===== config.mk =====
export PLATFORM = sky130hd
export DESIGN_NAME = exc_ctrl
export DESIGN_NICKNAME = d
export VERILOG_FILES = /design/src/rtl/exc_ctrl.sv
export SDC_FILE = /design/constraint.sdc
export NUM_CORES = 1
export LEC_CHECK = 0
export BUFFER_PORTS_ARGS = -buffer_cell sky130_fd_sc_hd__buf_2
export CORE_ASPECT_RATIO = 2
export CORE_MARGIN = 2
export CORE_UTILIZATION = 48
export DETAILED_ROUTE_END_ITERATION = 16
export PLACE_DENSITY_LB_ADDON = 0.08
export SLEW_MARGIN = 20
export SYNTH_ARGS = -nofsm -noshare
export SYNTH_HDL_FRONTEND = slang
export SYNTH_SLANG_ARGS = --single-unit
export TNS_END_PERCENT = 100

===== constraint.sdc =====
create_clock -name CLK -period 3.5 [get_ports CLK]
set_input_delay 0.35 -clock CLK [delete_from_list [all_inputs] [get_ports CLK]]
set_output_delay 0.35 -clock CLK [all_outputs]
set_load 0.01 [all_outputs]

===== src/rtl/exc_ctrl.sv =====
// exc_ctrl: exception/interrupt sequencer for the 5-stage pipeline.
// Selects one event per cycle (overflow > reserved instr > break/syscall >
// interrupt), spends one TAKE cycle writing EPC/Cause and vectoring fetch,
// runs the handler, and spends one RETURN cycle jumping back to EPC on ERET.
module exc_ctrl #(
  parameter logic [31:0] VECTOR_ADDR     = 32'h8000_0180,
  parameter int          INT_SYNC_STAGES = 2
) (
  input  logic        CLK,
  input  logic        rst_n,
  input  logic        ovf_ex,
  input  logic        ri_id,
  input  logic        brk_id,
  input  logic        eret_id,
  input  logic        ext_int,
  input  logic        int_en,
  input  logic [31:0] pc_id,
  input  logic [31:0] pc_ex,
  input  logic [31:0] epc_q,
  output logic        EPCWrite,
  output logic        CauseWrite,
  output logic [1:0]  IntCause,
  output logic [31:0] epc_d,
  output logic        pc_redirect,
  output logic [31:0] pc_target,
  output logic        flush_if,
  output logic        flush_id,
  output logic        flush_ex,
  output logic        in_handler
);

  typedef enum logic [1:0] {
    S_IDLE    = 2'd0,
    S_TAKE    = 2'd1,
    S_HANDLER = 2'd2,
    S_RETURN  = 2'd3
  } state_t;

  localparam logic [1:0] CODE_INT = 2'd0;
  localparam logic [1:0] CODE_BRK = 2'd1;
  localparam logic [1:0] CODE_RI  = 2'd2;
  localparam logic [1:0] CODE_OVF = 2'd3;

  state_t      r_state;
  // Synchronizer stages [INT_SYNC_STAGES-1:0] plus one extra flop at the top
  // holding the previous synchronized value for rising-edge detection.
  logic [INT_SYNC_STAGES:0] r_sync;
  logic        r_int_pending;

  logic        r_epc_write;
  logic        r_cause_write;
  logic [1:0]  r_int_cause;
  logic [31:0] r_epc_d;
  logic        r_pc_redirect;
  logic [31:0] r_pc_target;
  logic        r_flush_if;
  logic        r_flush_id;
  logic        r_flush_ex;
  logic        r_in_handler;

  logic        w_can_detect;
  logic        w_int_rise;
  logic        w_int_req;
  logic        w_evt;
  logic [1:0]  w_code;
  logic [31:0] w_pc;
  logic        w_take_int;

  // Events are only looked at while no TAKE/RETURN is in flight.
  assign w_can_detect = (r_state == S_IDLE) || (r_state == S_HANDLER);
  // The edge that is about to set int_pending already counts as a request.
  assign w_int_rise   = r_sync[INT_SYNC_STAGES-1] & ~r_sync[INT_SYNC_STAGES];
  assign w_int_req    = (r_int_pending | w_int_rise) & int_en & (r_state == S_IDLE);

  // Priority event selector: code and PC to capture for the winning event.
  always_comb begin
    w_evt  = 1'b0;
    w_code = CODE_INT;
    w_pc   = pc_id;
    if (w_can_detect) begin
      if (ovf_ex) begin
        w_evt  = 1'b1;
        w_code = CODE_OVF;
        w_pc   = pc_ex;
      end else if (ri_id) begin
        w_evt  = 1'b1;
        w_code = CODE_RI;
      end else if (brk_id) begin
        w_evt  = 1'b1;
        w_code = CODE_BRK;
      end else if (w_int_req) begin
        w_evt  = 1'b1;
        w_code = CODE_INT;
      end
    end
  end

  assign w_take_int = w_evt & (w_code == CODE_INT);

  // Shift the external interrupt line through the synchronizer chain.
  always_ff @(posedge CLK or negedge rst_n) begin
    if (!rst_n) begin
      r_sync <= '0;
    end else begin
      r_sync <= {r_sync[INT_SYNC_STAGES-1:0], ext_int};
    end
  end

  // Latch synchronized rising edges until the interrupt is actually taken.
  always_ff @(posedge CLK or negedge rst_n) begin
    if (!rst_n) begin
      r_int_pending <= 1'b0;
    end else if (w_take_int) begin
      r_int_pending <= 1'b0;
    end else if (w_int_rise) begin
      r_int_pending <= 1'b1;
    end
  end

  // Sequencer FSM with registered strobes; strobes default low every cycle.
  always_ff @(posedge CLK or negedge rst_n) begin
    if (!rst_n) begin
      r_state       <= S_IDLE;
      r_epc_write   <= 1'b0;
      r_cause_write <= 1'b0;
      r_int_cause   <= 2'd0;
      r_epc_d       <= 32'h0;
      r_pc_redirect <= 1'b0;
      r_pc_target   <= 32'h0;
      r_flush_if    <= 1'b0;
      r_flush_id    <= 1'b0;
      r_flush_ex    <= 1'b0;
      r_in_handler  <= 1'b0;
    end else begin
      r_epc_write   <= 1'b0;
      r_cause_write <= 1'b0;
      r_pc_redirect <= 1'b0;
      r_pc_target   <= 32'h0;
      r_flush_if    <= 1'b0;
      r_flush_id    <= 1'b0;
      r_flush_ex    <= 1'b0;
      case (r_state)
        S_IDLE, S_HANDLER: begin
          if (w_evt) begin
            // An exception beats a same-cycle ERET; EPC is simply overwritten.
            r_state       <= S_TAKE;
            r_int_cause   <= w_code;
            r_epc_d       <= w_pc;
            r_epc_write   <= 1'b1;
            r_cause_write <= 1'b1;
            r_pc_redirect <= 1'b1;
            r_pc_target   <= VECTOR_ADDR;
            r_flush_if    <= 1'b1;
            r_flush_id    <= 1'b1;
            r_flush_ex    <= (w_code == CODE_OVF);
          end else if ((r_state == S_HANDLER) && eret_id) begin
            r_state       <= S_RETURN;
            r_pc_redirect <= 1'b1;
            r_pc_target   <= epc_q;
            r_flush_if    <= 1'b1;
            r_flush_id    <= 1'b1;
          end
        end
        S_TAKE: begin
          r_state      <= S_HANDLER;
          r_in_handler <= 1'b1;
        end
        S_RETURN: begin
          r_state      <= S_IDLE;
          r_in_handler <= 1'b0;
        end
        default: r_state <= S_IDLE;
      endcase
    end
  end

  assign EPCWrite    = r_epc_write;
  assign CauseWrite  = r_cause_write;
  assign IntCause    = r_int_cause;
  assign epc_d       = r_epc_d;
  assign pc_redirect = r_pc_redirect;
  assign pc_target   = r_pc_target;
  assign flush_if    = r_flush_if;
  assign flush_id    = r_flush_id;
  // The overflowing instruction is squashed in its own detection cycle, so
  // its writeback never reaches the register file.
  assign flush_ex    = r_flush_ex | (rst_n & w_can_detect & ovf_ex);
  assign in_handler  = r_in_handler;

endmodule


* Yosys cells after proc, flatten, opt, wreduce, memory -nomap -nowiden
Cells that the tools add are included.
** Word-level totals
- Register bits after elaboration :: 76
- Input port bits :: 104
- Logic and storage cells :: 59
** Operators by class
- Equal/unequal tests :: 5
- Multiplexer cells :: 27
- Bitwise operators :: 9
- Reductions and logical operators :: 8
** Operators with widths (number)
- $mux W32 :: 5
- $mux W1 :: 15
- $mux W2 :: 5
- $and A1 B1 Y1 :: 6
- $eq A2 B2 Y1 const B :: 3
- $pmux W2 S3 :: 1
- $logic_not A2 Y1 :: 2
- $reduce_bool A2 Y1 :: 2
- $ne A3 B3 Y1 const B :: 1
- $eq A2 B1 Y1 const B :: 1
- $or A1 B1 Y1 :: 2
- $pmux W1 S2 :: 1
- $reduce_and A2 Y1 :: 1
- $reduce_or A2 Y1 :: 1
- $logic_and A1 B1 Y1 :: 1
- $logic_or A1 B1 Y1 :: 1
- $not A1 Y1 :: 1

* Longest topological paths before layout
Gate-level depths: netlist of the first run.
- Depth in word-level cells :: 12
- Gate-level depth with buffers :: 6
- Depth with buffers taken out :: 4

* Worst setup path before layout of the first run
OpenSTA, ideal clock, no wires.
- Path type :: register to register
- From :: reg r_state[1]
- To :: reg r_epc_d[10] (netlist: epc_d[10])
- Setup time :: 0.125 ns
- Data arrival time :: 1.471 ns
- Required time :: 3.375 ns
- Slack :: 1.904 ns
- Cell stages (with the launch flop) :: 7
- Path buffers :: 2
- Period minus slack after synthesis :: 1.596 ns
- Cells stage by stage :: dfrtp_1 -> clkbuf_1 -> nor2_1 -> o211ai_2 -> o21ai_4 -> buf_4 -> mux2_4
** On the way
- Longest elaborated chain between the ends :: 8
- Elaborated cells on any way between the ends :: 12
- Those cells by class :: eq/ne: 1; mux: 6; bitwise: 1; reduce/logical: 4
** Ends and longest elaborated chain
- start: declaration :: line 44 : state_t r_state;
- start signal: assignment :: line 123 : r_state <= S_IDLE;
- start signal: assignment :: line 146 : r_state <= S_TAKE;
- start signal: assignment :: line 157 : r_state <= S_RETURN;
- $logic_not A2 Y1 :: line 70, 73, 142
- $and A1 B1 Y1 :: line 73 : assign w_int_req = (r_int_pending | w_int_rise) & int_en & (r_state == S_IDLE);
- $mux W1 :: line 91 : end else if (w_int_req) begin
- $mux W1 :: line 88 : end else if (brk_id) begin
- $mux W1 :: line 85 : end else if (ri_id) begin
- $mux W1 :: line 81 : if (ovf_ex) begin
- $mux W1 :: line 80 : if (w_can_detect) begin
- $reduce_and A2 Y1 (no source line)
- end signal: assignment :: line 148 : r_epc_d <= w_pc;
- end: declaration :: line 53 : logic [31:0] r_epc_d;
Several ways; a longest one is shown, not always the timed one.
A chain may end at the register's enable or synchronous reset.

* Worst setup path after layout of the first run
- From :: reg r_state[0]
- To :: out flush_ex
** On the way
- Longest elaborated chain between the ends :: 5
- Elaborated cells on any way between the ends :: 6
- Those cells by class :: eq/ne: 1; bitwise: 3; reduce/logical: 2
** Ends and longest elaborated chain
- $eq A2 B2 Y1 / $logic_not A2 Y1 (equally long branches) :: line 70 : assign w_can_detect = (r_state == S_IDLE) || (r_state == S_HANDLER);
- $logic_or A1 B1 Y1 (*) :: line 70
- $and A1 B1 Y1 (*) (2 in a row) :: line 187 : assign flush_ex = r_flush_ex | (rst_n & w_can_detect & ovf_ex);
- $or A1 B1 Y1 (*) :: line 187
- end: declaration :: line 28 : output logic flush_ex,
Mark *: on every way between the ends. The rest lies on a longest branch, timed or not.

==> results.json, run 1 <==
{
  "fillCellCount": 542,
  "avgViaCountPerCell": 4.74,
  "synthArstFlopShare": 1.00,
  "fin_hold_ws_ns": 0.126,
  "final_nets": 498,
  "cellPowerDensity_nw_per_um2": 801,
  "synthMuxAreaShare": 0.276,
  "seq_power_share": 0.357,
  "syn_to_final_growth_pct": 37.5,
  "via_count": 2313,
  "seqCellArea_um2": 1900,
  "mappedNetlistNets": 322,
  "fp.coreArea_um2": 6830,
  "reg2reg_setup_slack_ns": 1.25,
  "die_h_um": 122,
  "ios": 177,
  "fin_crit_sh": 0.651,
  "layout_commonest_cell": "buf_2",
  "min_path_type": "in -> reg",
  "clk_latency_ns": 0.33,
  "rows": 43,
  "htreeDepth": 3,
  "final_cell_mix": "buf_2, dfrtp_1, mux2_4, and2_1, mux2_2",
  "yosys.area_share.simple": 0.0758,
  "ys_seq_area_frac": 0.571,
  "crit_arrival_ns": 1.93,
  "ys_ff_latch": 76,
  "fin_skew_ns": 0.00589,
  "clkSlewWorstSetupHoldPaths_ns": 0.05,
  "synth_cells": 218,
  "drive_gt1_frac": 0.661,
  "slew_viol_final": 0,
  "crit_fanout": 16,
  "io_buffers": 176,
  "grt_pass1_wl_um": 11400,
  "reg2reg_from": "r_state[0]",
  "synth_cell_types": 27,
  "pwr-share-clk": 0.283,
  "status": "finished, final reports clean",
  "startpoint": "r_state[0]",
  "globalRoute.totalOverflow": 0,
  "end_kind": "output port",
  "tightest_slew_ns": 0.938,
  "grt_max_degree": 77,
  "gp_congestion": 0.757,
  "p_comb_frac": 0.360,
  "synth_top_family_by_area": "multiplexers",
  "cts_buffers": 9,
  "ant_nets": 0,
  "clockRootBuffer": "clkbuf_16",
  "internal-power_mw": 2.60,
  "path_class": "reg -> out",
  "synth_compound_area_frac": 0.0364,
  "postCtsSetupRepairBufs": 0,
  "synth.avg_cell_area_um2": 15.3,
  "drt_iter0_drc": 73,
  "cap_violations": 0,
  "multiInputGateArea_um2": 1300,
  "yosysTopAreaCell": "dfrtp_1",
  "switchingPower_mw": 1.07,
  "syn_area_um2": 3330,
  "start_util": 0.488,
  "grt.total_usage": 0.194,
  "p_leak_nw": 2.51,
  "synth_edf_count": 0,
  "cp.required_ns": 3.15,
  "synth_top_area_frac": 0.571,
  "die_x_um": 62.9,
  "timing.fmax_ghz": 0.439,
  "endpoint": "flush_ex",
  "synthAdderAreaFrac": 0,
  "p_sw_frac": 0.292,
  "wl_per_cell_um": 14.8,
  "ctsHoldBuffers": 0,
  "cts_resized": 0,
  "rsz0062_at_grt": "false",
  "synth-xor-area-share": 0,
  "fin_crit_ns": 2.28,
  "dp.cells": 473,
  "slew_headroom": 0.375,
  "cts_tree": "done",
  "fin_cells": 488,
  "start_kind": "register",
  "clock_sinks": 76,
  "synth_area_leaders": "dfrtp_1, mux2_4, and2_1, mux2_2, buf_6",
  "diodes": 0,
  "setup_viol": 0,
  "grt_pass1_vias": 2339,
  "utilization": 0.671,
  "drc": 0,
  "synth_ff_type": "dfrtp_1",
  "r2r-end": "epc_d[28]",
  "drt-total-wl_um": 7200,
  "dr.pass1.iters": 4,
  "hold_viol_final": 0,
  "clk_path_buf_depth": 2,
  "ir_drop_uv": 523,
  "ys_warn_count": 0,
  "rr_worst_depth": 5,
  "die_area_um2": 7670,
  "post-dp-hpwl_um": 5220,
  "antenna_found_initial": 0,
  "setup_tns_ns": 0
}
==> registers in the layout (all words and copies together) (netlist names) <==
register and flops:
r_int_pending 1, r_flush_ex 1, r_state 2, IntCause 2, CauseWrite 1, r_sync 3
in_handler 1, pc_target 32, epc_d 32, flush_id 1
==> through the flow <==
stage / cell area [um^2] / worst slack, ns / power, mW
2_1_floorplan: 3330 / 1.90 / 2.25
3_3_place_gp: 4240 / 1.35 / 2.61
3_5_place_dp: 4240 / 1.26 / 2.66
4_1_cts: 4580 / 1.19 / 3.72
5_1_grt: 4580 / 1.12 / 3.87
6_report: 4580 / 1.22 / 3.67
==> Yosys cell counts, types with 2 or more instances <==
| master | count |
|---|---|
| dfrtp_1 | 76 |
| mux2_4 | 53 |
| and2_1 | 29 |
| mux2_2 | 10 |
| o21ai_0 | 7 |
| buf_4 | 6 |
| buf_6 | 6 |
| a21oi_1 | 3 |
| a31oi_1 | 3 |
| nand2_1 | 3 |
| nor2_1 | 3 |
| clkbuf_1 | 2 |
| inv_1 | 2 |
| nor2b_1 | 2 |
==> kinds of logic after synthesis <==
kind of cell / count (synthesis)
mux: 64
compound gates: 18
buf+inv: 18
simple gates: 42
flops: 76
==> worst min path at each step <==
| stage | from | endpoint | slack (ns) | depth (start not counted) |
|---|---|---|---|---|
| 5_1_grt | ext_int | r_sync[0] | 0.11 | 1 |
| 2_1_floorplan | rst_n | CauseWrite | 0.05 | 0 |
| 4_1_cts | ext_int | r_sync[0] | 0.11 | 1 |
| 3_3_place_gp | r_sync[0] | r_sync[1] | 0.34 | 0 |
| 6_report | ext_int | r_sync[0] | 0.13 | 1 |
| 3_5_place_dp | r_sync[0] | r_sync[1] | 0.34 | 0 |
==> critical path: stages, from the launching register on <==
cell and delay (ns):
dfrtp_1 0.56, nor2b_4 0.47, buf_4 0.30, a21o_1 0.14, buf_2 0.13
==> power groups by stage <==
stage	Clock (mW)	Sequential (mW)	Combinational (mW)
CTS	1.06	1.31	1.34
finish	1.04	1.31	1.32
floorplan	0	1.41	0.839
global placement	0	1.32	1.30
detailed placement	0	1.32	1.33
global route	1.10	1.35	1.42
==> metal layers <==
metal,vias up,routed length (um),GRT usage
li1,1091,-,-
met1,1096,2900,0.248
met2,110,3480,0.292
met3,16,649,0.0693
met4,0,182,0.0944
met5,-,0,0
==> cell type report <==
cell class | instances | area share
flip-flops and latches | 76 | 0.415
repair buffers | 181 | 0.201
multi-input cells | 124 | 0.284
inverters | 2 | 0.00164
clock buffers | 10 | 0.0521
clock inverters | 5 | 0.0218
well taps | 90 | 0.0246
Note: power is estimated with default switching activity, not from simulation.
==> run 2, diff against run 1 <==
CORE_UTILIZATION = 41   (was 48)
clock period = 1.8 ns   (was 3.5 ns; I/O delays follow)
==> run 2 against run 1 <==
Against the previous run: core utilization fell by 7.7 points; register-to-register slack worse by 1.1 ns; non-clock buffer count rose by 5; total power up 98%; sequential share of layout area is 0.89 points lower; clock power grew 98%; sequential power rose by 92%; clock skew grew 0.00074 ns; routed wire length increased by 1.2%; critical path depth stayed put.
==> results.json, run 2 (synthesized netlist as in run 1, its figures left out) <==
{
  "cts_buffers": 9,
  "gp_congestion": 0.765,
  "crit_fanout": 30,
  "cp.required_ns": 2.00,
  "setup_tns_ns": 0,
  "start_util": 0.423,
  "rows": 46,
  "stdcell_area_um2": 4680,
  "grt_max_degree": 77,
  "grt_pass1_wl_um": 11500,
  "avgViaCountPerCell": 4.67,
  "cap_violations": 0,
  "slew_viol_final": 0,
  "fin_crit_ns": 1.65,
  "htreeDepth": 3,
  "crit_arrival_ns": 1.84,
  "ir_drop_uv": 993,
  "clkSlewWorstSetupHoldPaths_ns": 0.05,
  "die_x_um": 67.8,
  "grt.total_usage": 0.171,
  "syn_to_final_growth_pct": 40.5,
  "drc": 0,
  "diodes": 0,
  "via_count": 2336,
  "fin_ws_ns": 0.154,
  "final_cell_mix": "buf_2, dfrtp_1, mux2_4, and2_1, mux2_2",
  "ant_nets": 0,
  "grt_pass1_vias": 2464,
  "layout_commonest_cell": "buf_2",
  "rsz0062_at_grt": "false",
  "final_nets": 503,
  "fin_skew_ns": 0.00662,
  "fin_total_pwr_mw": 7.26,
  "timing.fmax_ghz": 0.607,
  "preCtsSetupSlack_ns": 0.144,
  "fin_hold_ws_ns": 0.0635,
  "post-dp-hpwl_um": 5580,
  "io_buffers": 176,
  "dp.cells": 482,
  "utilization": 0.594,
  "clockRootBuffer": "clkbuf_16",
  "end_kind": "register",
  "slew_headroom": 0.737,
  "postCtsSetupRepairBufs": 0,
  "tightest_slew_ns": 0.395,
  "clock_sinks": 76,
  "die_h_um": 132,
  "clk_path_buf_depth": 2,
  "ios": 177,
  "hold_viol_final": 0,
  "fin_cells": 500,
  "min_path_type": "in -> reg",
  "cellPowerDensity_nw_per_um2": 1550,
  "cts_resized": 0,
  "dr.pass1.iters": 3,
  "clk_latency_ns": 0.32,
  "setup_viol": 0,
  "cts_tree": "done",
  "wl_per_cell_um": 14.6,
  "antenna_found_initial": 0,
  "fp.coreArea_um2": 7890,
  "globalRoute.totalOverflow": 0,
  "drive_gt1_frac": 0.658,
  "drt_iter0_drc": 78,
  "die_area_um2": 8910,
  "fin_crit_sh": 0.915,
  "p_leak_nw": 2.55,
  "place_area_um2": 4310,
  "start_kind": "register",
  "drt-total-wl_um": 7290,
  "status": "finished, final reports clean",
  "path_class": "reg -> reg"
}
==> run 2: cell count changes in the layout (fill, tap and decap cells not counted), sizes merged <==
cell	change
buf	+3
clkbuf	+2
clkinv	-1
dlygate4sd3	+2
==> run 2: routing by layer <==
| layer | wire [um] | track usage | up-vias |
|---|---|---|---|
| met5 | 0 | 0 | - |
| met4 | 189 | 0.0760 | 0 |
| met3 | 605 | 0.0514 | 13 |
| met2 | 4030 | 0.308 | 112 |
| met1 | 2460 | 0.171 | 1108 |
| li1 | - | - | 1103 |
==> run 2: final cells by class <==
| type | instances | area (um^2) |
|---|---|---|
| fillers | 684 | 3200 |
| flip-flops and latches | 76 | 1900 |
| multi-input cells | 124 | 1300 |
| repair buffers | 186 | 1000 |
| clock buffers | 12 | 256 |
| well taps | 96 | 120 |
| clock inverters | 4 | 95.1 |
| inverters | 2 | 7.51 |
==> run 2: repair_timing <==
action | 4_1_cts | 5_1_grt
endpoints found under the setup margin | 0 | 0
endpoints found under the hold margin | 77 | 0
hold buffers | 2 | 0
==> run 2: path summary, 6_finish.rpt <==
path                       slack (ns)  cells past startpoint  startpoint            end
min in group asynchronous        0.49                      3       rst_n      epc_d[14]
min                              0.06                      2    epc_q[4]   pc_target[4]
max                              0.15                      4  r_state[0]      epc_d[27]
max reg2reg                      0.15                      4  r_state[0]      epc_d[27]
min reg2reg                      0.35                      0   r_sync[0]      r_sync[1]
max in group asynchronous        0.99                      3       rst_n  r_int_pending
==> run 2: worst max-delay path, stage by stage (launching register included) <==
cell,delay (ns)
dfrtp_1,0.45
nor2b_4,0.17
buf_12,0.25
mux2_2,0.36
mux2_1,0.29
==> run 2: power by group <==
group	switching [mW]	total (mW)	internal, mW
registers	0.284	2.51	2.22
clock network	0.632	2.06	1.43
logic	1.15	2.69	1.54
total	2.07	7.26	5.19
==> run 3, diff against run 2 <==
HOLD_SLACK_MARGIN = 0.08   (was default)
==> run 3 against run 2 <==
Against the previous run: combinational power is 2% higher; clock power about the same; register-to-register slack about the same; final cell count rose by 5.6%; clock-buffer cell count unchanged; critical path depth did not move; sequential share of layout area fell by 2.3 points; non-clock buffer count is 28 higher; largest cell class unchanged; design area increased by 6.0%; die area unchanged; global-route usage increased by 1.0 points; sequential cell count unchanged.
==> results.json, run 3 (synthesized netlist as in run 1, its figures left out) <==
{
  "stdcell_area_um2": 4960,
  "drc": 0,
  "internal-power_mw": 5.23,
  "post-dp-hpwl_um": 5580,
  "die_h_um": 132,
  "p_comb_frac": 0.375,
  "min_path_type": "in -> reg",
  "via_count": 2451,
  "fin_hold_ws_ns": 0.102,
  "fin_crit_ns": 1.64,
  "grt_pass1_wl_um": 12200,
  "diodes": 0,
  "timing.fmax_ghz": 0.608,
  "seq_power_share": 0.343,
  "ant_nets": 0,
  "fp.coreArea_um2": 7890,
  "avgViaCountPerCell": 4.64,
  "ir_drop_uv": 1010,
  "final_cell_mix": "buf_2, dfrtp_1, mux2_4, dlygate4sd3_1, and2_1",
  "clk_latency_ns": 0.32,
  "rows": 46,
  "crit_chain": "nor2b_4 > buf_12 > mux2_2 > mux2_1",
  "setup_tns_ns": 0,
  "slew_viol_final": 0,
  "slew_headroom": 0.736,
  "ios": 177,
  "wl_per_cell_um": 14.6,
  "clk_path_buf_depth": 2,
  "crit_arrival_ns": 1.84,
  "cellPowerDensity_nw_per_um2": 1470,
  "p_leak_nw": 2.67,
  "fin_cells": 528,
  "antenna_found_initial": 0,
  "rsz0062_at_grt": "false",
  "status": "finished, final reports clean",
  "postCtsSetupRepairBufs": 0,
  "cp.required_ns": 2.00,
  "grt_pass1_vias": 2621,
  "end_kind": "register",
  "pwr-share-clk": 0.282,
  "htreeDepth": 3,
  "gp_congestion": 0.765,
  "fin_crit_sh": 0.913,
  "io_buffers": 176,
  "layout_commonest_cell": "buf_2",
  "multiInputGateArea_um2": 1300,
  "clockRootBuffer": "clkbuf_16",
  "clock_sinks": 76,
  "dp.cells": 482,
  "die_area_um2": 8910,
  "start_util": 0.423,
  "drt_iter0_drc": 100,
  "setup_viol": 0,
  "dr.pass1.iters": 3,
  "start_kind": "register",
  "ctsHoldBuffers": 30,
  "drt-total-wl_um": 7700,
  "final_nets": 531,
  "syn_to_final_growth_pct": 48.9,
  "cts_buffers": 9,
  "die_x_um": 67.8,
  "switchingPower_mw": 2.09,
  "crit_fanout": 30,
  "cts_resized": 0,
  "hold_viol_final": 0,
  "path_class": "reg -> reg",
  "tightest_slew_ns": 0.396,
  "cp_slowest_cell": "dfrtp_1",
  "cap_violations": 0,
  "fin_skew_ns": 0.00562,
  "fillCellCount": 640,
  "cts_tree": "done",
  "drive_gt1_frac": 0.616,
  "cpPeakStageDelay_ns": 0.45,
  "seqCellArea_um2": 1900,
  "clkSlewWorstSetupHoldPaths_ns": 0.05,
  "place_area_um2": 4310,
  "grt_max_degree": 77,
  "p_sw_frac": 0.285,
  "globalRoute.totalOverflow": 0,
  "grt.total_usage": 0.182
}
[run 3: cell types whose count changed in the layout (fill, tap and decap cells not counted), sizes merged]
cell,before,now
dlygate4sd3,2,30
[run 3: cell type report]
class	count	area share
clock buffers	12	0.0517
flip-flops and latches	76	0.383
multi-input cells	124	0.262
well taps	96	0.0242
clock inverters	4	0.0192
inverters	2	0.00151
repair buffers	214	0.258
[run 3: worst max-delay path: cells and delay by family (launching register included)]
family,cells,cell delay (ns)
buffers and inverters,1,0.24
flip-flops,1,0.45
multiplexers,2,0.65
AND/OR/NAND/NOR,1,0.17
[run 3: final timing paths]
check / from / to / slack (ns) / depth (start not counted)
worst max-delay path: r_state[0] / epc_d[27] / 0.16 / 4
worst min-delay path: ri_id / IntCause[0] / 0.10 / 2
worst max register to register: r_state[0] / epc_d[27] / 0.16 / 4
worst min register to register: r_sync[0] / r_sync[1] / 0.35 / 0
max in group asynchronous: rst_n / r_int_pending / 0.99 / 3
min in group asynchronous: rst_n / epc_d[14] / 0.49 / 3
[run 3: metrics by stage]
stage	setup WS, ns	util	total power [mW]
after floorplan	0.204	-	4.37
after global placement	0.179	0.547	5.23
after detailed placement	0.144	0.547	5.28
after CTS	0.144	0.629	7.43
after global routing	0.0678	0.629	7.74
final	0.156	0.629	7.32
[run 3: routing by layer]
layer / part of all wire / GRT usage
met3: 0.082 / 0.0557
met1: 0.34 / 0.182
met2: 0.55 / 0.326
met4: 0.027 / 0.0782
met5: 0 / 0
[run 3: power groups by stage]
stage	clock network [mW]	logic [mW]	registers [mW]
finish	2.07	2.74	2.51
global route	2.19	2.96	2.59
CTS	2.12	2.79	2.52
detailed placement	0	2.74	2.54
global placement	0	2.70	2.53
floorplan	0	1.63	2.74
